$ cat src/rtl/state_timing_gen_if.sv
// Bus between the timing state generator and its environment: READY/interrupt
// inputs, instruction-decode qualifiers and the registered T-state outputs.
interface state_timing_gen_if;
   logic       ready;
   logic       intr;
   logic       end_at_t3;
   logic       end_at_t4;
   logic       last_cycle;
   logic       halt;
   logic [2:0] state;
   logic [1:0] cycle;
   logic       int_ack;
   logic       int_pending;

   modport master (
      output ready, intr, end_at_t3, end_at_t4, last_cycle, halt,
      input  state, cycle, int_ack, int_pending
   );

   modport slave (
      input  ready, intr, end_at_t3, end_at_t4, last_cycle, halt,
      output state, cycle, int_ack, int_pending
   );
endinterface

$ cat src/rtl/state_timing_gen.sv
// Processor T-state sequencer: walks T1/T1I..T5 per machine cycle, inserts WAIT
// on READY low, stops on HLT and acknowledges latched interrupts between instructions.
module state_timing_gen #(
   parameter int MAX_CYCLES = 3
) (
   input logic               clk,
   input logic               rst,
   state_timing_gen_if.slave bus
);

   typedef enum logic [2:0] {
      ST_WAIT    = 3'b000,
      ST_T2      = 3'b001,
      ST_T1      = 3'b010,
      ST_T1I     = 3'b011,
      ST_T3      = 3'b100,
      ST_T5      = 3'b101,
      ST_STOPPED = 3'b110,
      ST_T4      = 3'b111
   } state_t;

   localparam logic [1:0] CYCLE_LAST = 2'(MAX_CYCLES - 1);

   state_t     state_r;
   state_t     state_s;
   logic [1:0] cycle_r;
   logic [1:0] cycle_s;
   logic       cycle_end_s;
   logic       intr_q_r;
   logic       int_pending_r;
   logic       int_pending_s;
   logic       int_ack_r;

   // Next T-state and machine-cycle index
   always_comb begin
      state_s     = state_r;
      cycle_s     = cycle_r;
      cycle_end_s = 1'b0;
      case (state_r)
         ST_T1, ST_T1I: state_s = ST_T2;
         ST_T2, ST_WAIT: begin
            if (bus.ready) state_s = ST_T3;
            else           state_s = ST_WAIT;
         end
         ST_T3: begin
            if (bus.halt)           state_s     = ST_STOPPED;
            else if (bus.end_at_t3) cycle_end_s = 1'b1;
            else                    state_s     = ST_T4;
         end
         ST_T4: begin
            if (bus.end_at_t4) cycle_end_s = 1'b1;
            else               state_s     = ST_T5;
         end
         ST_T5: cycle_end_s = 1'b1;
         ST_STOPPED: begin
            if (int_pending_r) begin
               state_s = ST_T1I;
               cycle_s = 2'd0;
            end else begin
               state_s = ST_STOPPED;
            end
         end
         default: begin
            state_s = ST_T1;
            cycle_s = 2'd0;
         end
      endcase

      // Interrupts are only taken at an instruction boundary
      if (cycle_end_s) begin
         if (bus.last_cycle || (cycle_r == CYCLE_LAST)) begin
            cycle_s = 2'd0;
            state_s = int_pending_r ? ST_T1I : ST_T1;
         end else begin
            cycle_s = cycle_r + 2'd1;
            state_s = ST_T1;
         end
      end else begin
         cycle_s = cycle_s;
      end
   end

   // Interrupt request latch; a fresh edge wins over the clear on T1I entry
   always_comb begin
      int_pending_s = int_pending_r;
      if (bus.intr && !intr_q_r) begin
         int_pending_s = 1'b1;
      end else if (state_s == ST_T1I) begin
         int_pending_s = 1'b0;
      end else begin
         int_pending_s = int_pending_r;
      end
   end

   // Sequencer and interrupt registers
   always_ff @(posedge clk) begin
      if (rst) begin
         state_r       <= ST_T1;
         cycle_r       <= 2'd0;
         intr_q_r      <= 1'b0;
         int_pending_r <= 1'b0;
         int_ack_r     <= 1'b0;
      end else begin
         state_r       <= state_s;
         cycle_r       <= cycle_s;
         intr_q_r      <= bus.intr;
         int_pending_r <= int_pending_s;
         int_ack_r     <= (state_s == ST_T1I);
      end
   end

   assign bus.state       = state_r;
   assign bus.cycle       = cycle_r;
   assign bus.int_ack     = int_ack_r;
   assign bus.int_pending = int_pending_r;

endmodule

$ cat src/flat_wrapper.sv
// flat-port wrapper written by rule: the top's interface ports become plain ports
module state_timing_gen_flat 
#(
   parameter int MAX_CYCLES = 3
)
  (clk, rst, bus_ready, bus_intr, bus_end_at_t3, bus_end_at_t4, bus_last_cycle, bus_halt, bus_state, bus_cycle, bus_int_ack, bus_int_pending);
  state_timing_gen_if bus_i ();
  input logic clk;
  input logic rst;
  input wire logic [$bits(bus_i.ready)-1:0] bus_ready;
  input wire logic [$bits(bus_i.intr)-1:0] bus_intr;
  input wire logic [$bits(bus_i.end_at_t3)-1:0] bus_end_at_t3;
  input wire logic [$bits(bus_i.end_at_t4)-1:0] bus_end_at_t4;
  input wire logic [$bits(bus_i.last_cycle)-1:0] bus_last_cycle;
  input wire logic [$bits(bus_i.halt)-1:0] bus_halt;
  output wire logic [$bits(bus_i.state)-1:0] bus_state;
  output wire logic [$bits(bus_i.cycle)-1:0] bus_cycle;
  output wire logic [$bits(bus_i.int_ack)-1:0] bus_int_ack;
  output wire logic [$bits(bus_i.int_pending)-1:0] bus_int_pending;
  assign bus_i.ready = bus_ready;
  assign bus_i.intr = bus_intr;
  assign bus_i.end_at_t3 = bus_end_at_t3;
  assign bus_i.end_at_t4 = bus_end_at_t4;
  assign bus_i.last_cycle = bus_last_cycle;
  assign bus_i.halt = bus_halt;
  assign bus_state = bus_i.state;
  assign bus_cycle = bus_i.cycle;
  assign bus_int_ack = bus_i.int_ack;
  assign bus_int_pending = bus_i.int_pending;
  state_timing_gen #(.MAX_CYCLES(MAX_CYCLES)) u_core (.clk(clk), .rst(rst), .bus(bus_i));
endmodule
$ cat config.mk
export PLATFORM = sky130hd
export DESIGN_NAME = state_timing_gen_flat
export DESIGN_NICKNAME = d
export VERILOG_FILES = /design/src/rtl/state_timing_gen_if.sv /design/src/rtl/state_timing_gen.sv /design/src/flat_wrapper.sv
export SDC_FILE = /design/constraint.sdc
export NUM_CORES = 1
export LEC_CHECK = 0
export CAP_MARGIN = 20
export CORE_AREA = 2 2 39 41
export DETAILED_ROUTE_END_ITERATION = 8
export DIE_AREA = 0 0 41 43
export SKIP_CTS_REPAIR_TIMING = 1
export SYNTH_ARGS = -nofsm -noshare
export SYNTH_HDL_FRONTEND = slang
export SYNTH_SLANG_ARGS = --single-unit
$ cat constraint.sdc
create_clock -name clk -period 1.67 [get_ports clk]
set_input_delay 0.167 -clock clk [delete_from_list [all_inputs] [get_ports clk]]
set_output_delay 0.167 -clock clk [all_outputs]
set_load 0.005 [all_outputs]
==> results of run 1 <==
-- stage by stage --
| step | power (mW) | setup slack [ns] | instances | util (%) |
|---|---|---|---|---|
| after floorplan | 0.2720 | 0.3607 | 43 | - |
| after global placement | 0.3192 | 0.2082 | 73 | 43.67 |
| after detailed placement | 0.3189 | 0.1853 | 73 | 43.67 |
| after CTS | 0.4701 | 0.1224 | 76 | 45.30 |
| after global routing | 0.4880 | 0.05930 | 76 | 45.30 |
| final | 0.4592 | 0.1366 | 76 | 45.30 |
-- routing by layer --
layer	up-vias	share of wire [%]	track usage, %
li1	194	-	-
met1	171	48	15.58
met2	11	47	16.25
met3	0	4.9	6.283
met4	0	0	4.000
met5	-	0	0
-- worst min path at each step --
stage	endpoint	from	slack [ns]	cells after the start
finish	u_core.intr_q_r	bus_intr	0.49	2
global route	u_core.intr_q_r	bus_intr	0.50	2
CTS	u_core.intr_q_r	bus_intr	0.48	2
detailed placement	u_core.bus.cycle[1]	u_core.bus.cycle[1]	0.49	2
global placement	u_core.bus.cycle[1]	u_core.bus.cycle[1]	0.49	2
floorplan	u_core.intr_q_r	rst	0.25	1
-- layout make-up --
class	instances	area [um^2]
Timing Repair Buffer	15	147.6
Tap cell	16	20.02
Clock buffer	3	22.52
Sequential cell	8	160.2
Inverter	3	11.26
Multi-Input combinational cell	31	265.3
Fill cell	129	757.0
-- placed cells by master (no fill, tap or decap), drive strengths merged, types with 2 or more instances in the layout --
master / synthesis / routed
clkdlybuf4s50: 0 / 14
nand3b: 3 / 3
nand2: 2 / 2
dfxtp: 8 / 8
inv: 3 / 3
nor2b: 4 / 4
clkbuf: 0 / 3
mux2i: 2 / 2
nor3b: 2 / 2
or3: 2 / 2
-- synth_stat cells --
cell	number	area, um^2
a41o_1	1	10.01
nor3b_4	1	18.77
a21oi_1	1	5.000
o221a_1	1	11.26
and2_1	1	6.260
nand3b_1	2	15.01
nand3_1	1	5.000
ha_1	1	12.51
and3b_1	1	8.760
nand2_1	2	7.510
o21ai_0	1	5.000
nor2b_1	4	25.02
or2_1	1	6.260
inv_1	3	11.26
nand4b_1	1	8.760
buf_4	1	7.510
a22o_1	1	8.760
nor3b_1	1	7.510
a21o_2	1	8.760
nand3b_2	1	11.26
mux2i_1	2	20.02
o31ai_4	1	21.27
mux2_4	1	15.01
o311ai_1	1	8.760
nand2b_1	1	6.260
or3_1	2	12.51
dfxtp_1	8	160.2
-- logic make-up after synthesis --
family,after synthesis
simple gates,19
compound gates,8
flops,8
buf+inv,4
mux,3
fa+ha+maj,1
-- power by group through the flow --
stage | logic [mW] | registers [mW] | clock network (mW)
2_1_floorplan | 0.0513 | 0.221 | 0
3_3_place_gp | 0.0907 | 0.229 | 0
3_5_place_dp | 0.0907 | 0.228 | 0
4_1_cts | 0.0912 | 0.224 | 0.155
5_1_grt | 0.0984 | 0.227 | 0.163
6_report | 0.0897 | 0.224 | 0.145
-- flip-flops by register name, summed over array words and instances, names as in the netlist --
signal	count
u_core.bus.state	3
u_core.bus.cycle	2
u_core.bus.int_ack	1
u_core.bus.int_pending	1
u_core.intr_q_r	1
==> results.json, run 1 <==
{
  "antenna_found_initial": 0,
  "internal_power_mw": 0.3466,
  "ys_warn_count": 0,
  "cpLargestDelayFamily": "buffers and inverters",
  "timing.rr.end": "u_core.bus.cycle[0]",
  "synth.distinct_cells": 27,
  "p_sw_share_pct": 24.52,
  "pwr-share-seq_pct": 48.8,
  "cp_slowest_cell": "clkdlybuf4s50_1",
  "path_depth": 1,
  "nets": 71,
  "vdd_ir_drop_max_mv": 0.3956,
  "synthMuxAreaShare_pct": 7.887,
  "switchingPower_mw": 0.1126,
  "drcViolationCount": 0,
  "vias_per_cell": 4.947,
  "synth-compound-area-share_pct": 17.75,
  "path_max_fanout": 9,
  "fin_crit_sh_pct": 91.82,
  "die_h_um": 43,
  "vias": 376,
  "synth_seq_cells": 8,
  "slowest_delay_ns": 0.57,
  "clkPwrFrac_pct": 31.7,
  "overflow": 0,
  "p_leak_nw": 0.2551,
  "firstDrtPassIters": 1,
  "r2r_cells": 5,
  "fin_crit_ns": 1.533,
  "combPwrFrac_pct": 19.5,
  "path_clk_slew_ns": 0.06,
  "yosys.area_share.simple_pct": 31.27,
  "whs_ns": 0.4867,
  "chipWidth_um": 41,
  "clkSinkCount": 8,
  "area_delta_synth_final_pct": 41.13,
  "cts_buffers": 3,
  "grt_usage_pct": 11.88,
  "start_util_pct": 32.10,
  "run_status": "complete, no violations",
  "grt_pass1_vias": 333,
  "avgSynthCellArea_um2": 10.33,
  "synthesis.area_um2": 444.2,
  "tightestPinTransition_ns": 0.3745,
  "cts_root_buffer": "clkbuf_4",
  "synthAdderAreaFrac_pct": 2.817,
  "detail-route-antenna-nets": 0,
  "htreeDepth": 1,
  "setup.worst_path.end": "bus_state[1]",
  "antenna_cells": 0,
  "grt_start_max_net_pins": 10,
  "avgRoutedWirePerCell_um": 11.11,
  "cp.arrival_ns": 1.37,
  "netlist_instances": 43,
  "pwr_density_cell_mw_per_mm2": 732.5,
  "io_buffers": 14,
  "required_ns": 1.50,
  "post_dp_cell_area_um2": 604.3,
  "grt_pass1_wl_um": 1386,
  "worstSetupPathType": "register to output pin",
  "dp_hpwl_um": 641.5,
  "synth_top_family_by_area": "simple AND/OR/NAND/NOR gates",
  "critPathLaunchType": "register",
  "hold_path_class": "input pin to register",
  "synth-xor-area-share_pct": 0,
  "setup_tns_ns": 0,
  "hold_viol_final": 0,
  "critPathCaptureType": "output pin",
  "clock_latency_ns": 0.25,
  "drv_slew": 0,
  "routed_wl_um": 844,
  "core_region_area_mm2": 0.001384,
  "startpoint": "u_core.bus.state[1]",
  "dieArea_mm2": 0.001763,
  "io_pins": 15,
  "floorplan.rows": 14,
  "clk_path_buf_depth": 2,
  "cap_violations": 0,
  "tritoncts": "yes",
  "fin_area_um2": 626.9,
  "syn_nets": 52,
  "path_cells": "clkdlybuf4s50_1",
  "final_layout_size_suffix_gt1_share_pct": 15.00,
  "gp_congestion": 0.6893,
  "rsz0062_at_grt": "no",
  "fmax_ghz": 0.6521,
  "ys_seq_area_share_pct": 36.06,
  "r2r_start": "u_core.bus.cycle[0]",
  "drtIter0Drc": 0,
  "slew_headroom_pct": 75.00,
  "ff2ff_setup_slack_ns": 0.29,
  "skew_ns": 0.005955,
  "path_buf_inv": 1,
  "setup-violations-final": 0
}
Note: power is estimated with default switching activity, not from simulation.
==> run 2: changes to the inputs <==
==> constraint.sdc (replaced) <==
create_clock -name clk -period 1.8 [get_ports clk]
set_input_delay 0.18 -clock clk [delete_from_list [all_inputs] [get_ports clk]]
set_output_delay 0.18 -clock clk [all_outputs]
set_load 0.005 [all_outputs]
==> run 2 against run 1 <==
  * Design area down 1.2%
  * Register-to-register slack better by 0.07 ns
  * Combinational power down 7.9%
  * Power down 5.3%
  * Via count down 1.6%
  * Routed wire length up 5.7%
  * Sequential power down 7%
  * Sequential share of layout area up 0.31 points
  * Largest cell class unchanged
==> results.json, run 2 (synthesized netlist as in run 1, its figures left out) <==
{
  "cap_violations": 0,
  "drv_slew": 0,
  "overflow": 0,
  "skew_ns": 0.002833,
  "routed_wl_um": 892,
  "grt_util_met1_pct": 15.86,
  "chipWidth_um": 41,
  "fin_crit_ns": 1.554,
  "final_cell_mix": "clkdlybuf4s50_1, dfxtp_1, nor2b_1",
  "hold_viol_final": 0,
  "required_ns": 1.62,
  "vias": 370,
  "floorplan.rows": 14,
  "area_delta_synth_final_pct": 39.44,
  "path_cells": "clkdlybuf4s50_1",
  "io_buffers": 14,
  "pre_cts_ws_ns": 0.2115,
  "grt_start_max_net_pins": 10,
  "final_common_cell": "clkdlybuf4s50_1",
  "setup_tns_ns": 0,
  "busiest_layer": "met2",
  "use_met3_pct": 3.141,
  "whs_ns": 0.4846,
  "clk_path_buf_depth": 2,
  "clock_latency_ns": 0.26,
  "nets": 70,
  "vias_per_cell": 4.933,
  "path_buf_inv": 1,
  "grt_pass1_vias": 325,
  "final_util_pct": 44.76,
  "fin_ws_ns": 0.2460,
  "antenna_found_initial": 0,
  "cp.arrival_ns": 1.37,
  "dp_cells": 72,
  "gp_congestion": 0.6857,
  "dieArea_mm2": 0.001763,
  "p_total_mw": 0.4347,
  "setup-violations-final": 0,
  "worstSetupPathType": "register to output pin",
  "fin_crit_sh_pct": 86.33,
  "critPathCaptureType": "output pin",
  "cts_buffers": 3,
  "path_clk_slew_ns": 0.05,
  "drcViolationCount": 0,
  "fin_area_um2": 619.3,
  "slowest_delay_ns": 0.57,
  "final_layout_size_suffix_gt1_share_pct": 13.56,
  "core_region_area_mm2": 0.001384,
  "cts_root_buffer": "clkbuf_4",
  "tritoncts": "yes",
  "antenna_cells": 0,
  "fmax_ghz": 0.6435,
  "avgRoutedWirePerCell_um": 11.89,
  "io_pins": 15,
  "clkSinkCount": 8,
  "post_dp_cell_area_um2": 596.8,
  "grt_usage_pct": 12.07,
  "layoutNonFillerInstCount": 75,
  "slew_headroom_pct": 74.99,
  "rsz0062_at_grt": "no",
  "start_util_pct": 32.10,
  "tightestPinTransition_ns": 0.3746,
  "firstDrtPassIters": 2,
  "htreeDepth": 1,
  "vdd_ir_drop_max_mv": 0.2566,
  "die_h_um": 43,
  "dp_hpwl_um": 639,
  "grt_util_met2_pct": 16.56,
  "pwr_density_cell_mw_per_mm2": 701.9,
  "run_status": "complete, no violations",
  "critPathLaunchType": "register",
  "drtIter0Drc": 5,
  "detail-route-antenna-nets": 0,
  "largest_register_ffs": 3,
  "cp_slowest_cell": "clkdlybuf4s50_1",
  "path_max_fanout": 9,
  "grt_pass1_wl_um": 1414,
  "cpLargestDelayFamily": "buffers and inverters",
  "hold_path_class": "input pin to register",
  "p_leak_nw": 0.2508
}
==> run 2: cell count changes in the layout (fill, tap and decap cells not counted) <==
cell / previous run / this run
buf_4: 1 / 0
==> run 2: path summary, 6_finish.rpt <==
kind | from | endpoint | slack, ns | cells after the start
setup / recovery | u_core.bus.state[1] | bus_state[1] | 0.25 | 1
hold / removal | bus_intr | u_core.intr_q_r | 0.48 | 2
setup reg to reg | u_core.bus.state[1] | u_core.bus.state[0] | 0.36 | 3
hold reg to reg | u_core.bus.cycle[1] | u_core.bus.cycle[1] | 0.50 | 2
==> run 2: per-layer routing <==
| metal | routed length (um) | up-vias |
|---|---|---|
| met5 | 0 | - |
| met4 | 17 | 0 |
| met3 | 50 | 2 |
| met2 | 396 | 14 |
| met1 | 428 | 161 |
| li1 | - | 193 |
==> run 2: power breakdown <==
part	switching [mW]	total, mW	internal, mW
combinational	0.0266	0.0826	0.0560
sequential	0.0195	0.208	0.188
clock	0.0677	0.144	0.0767
==> run 2: layout make-up <==
type	instances	area, um^2
Clock buffer	3	22.52
Fill cell	138	764.5
Inverter	3	11.26
Multi-Input combinational cell	31	265.3
Sequential cell	8	160.2
Tap cell	16	20.02
Timing Repair Buffer	14	140.1
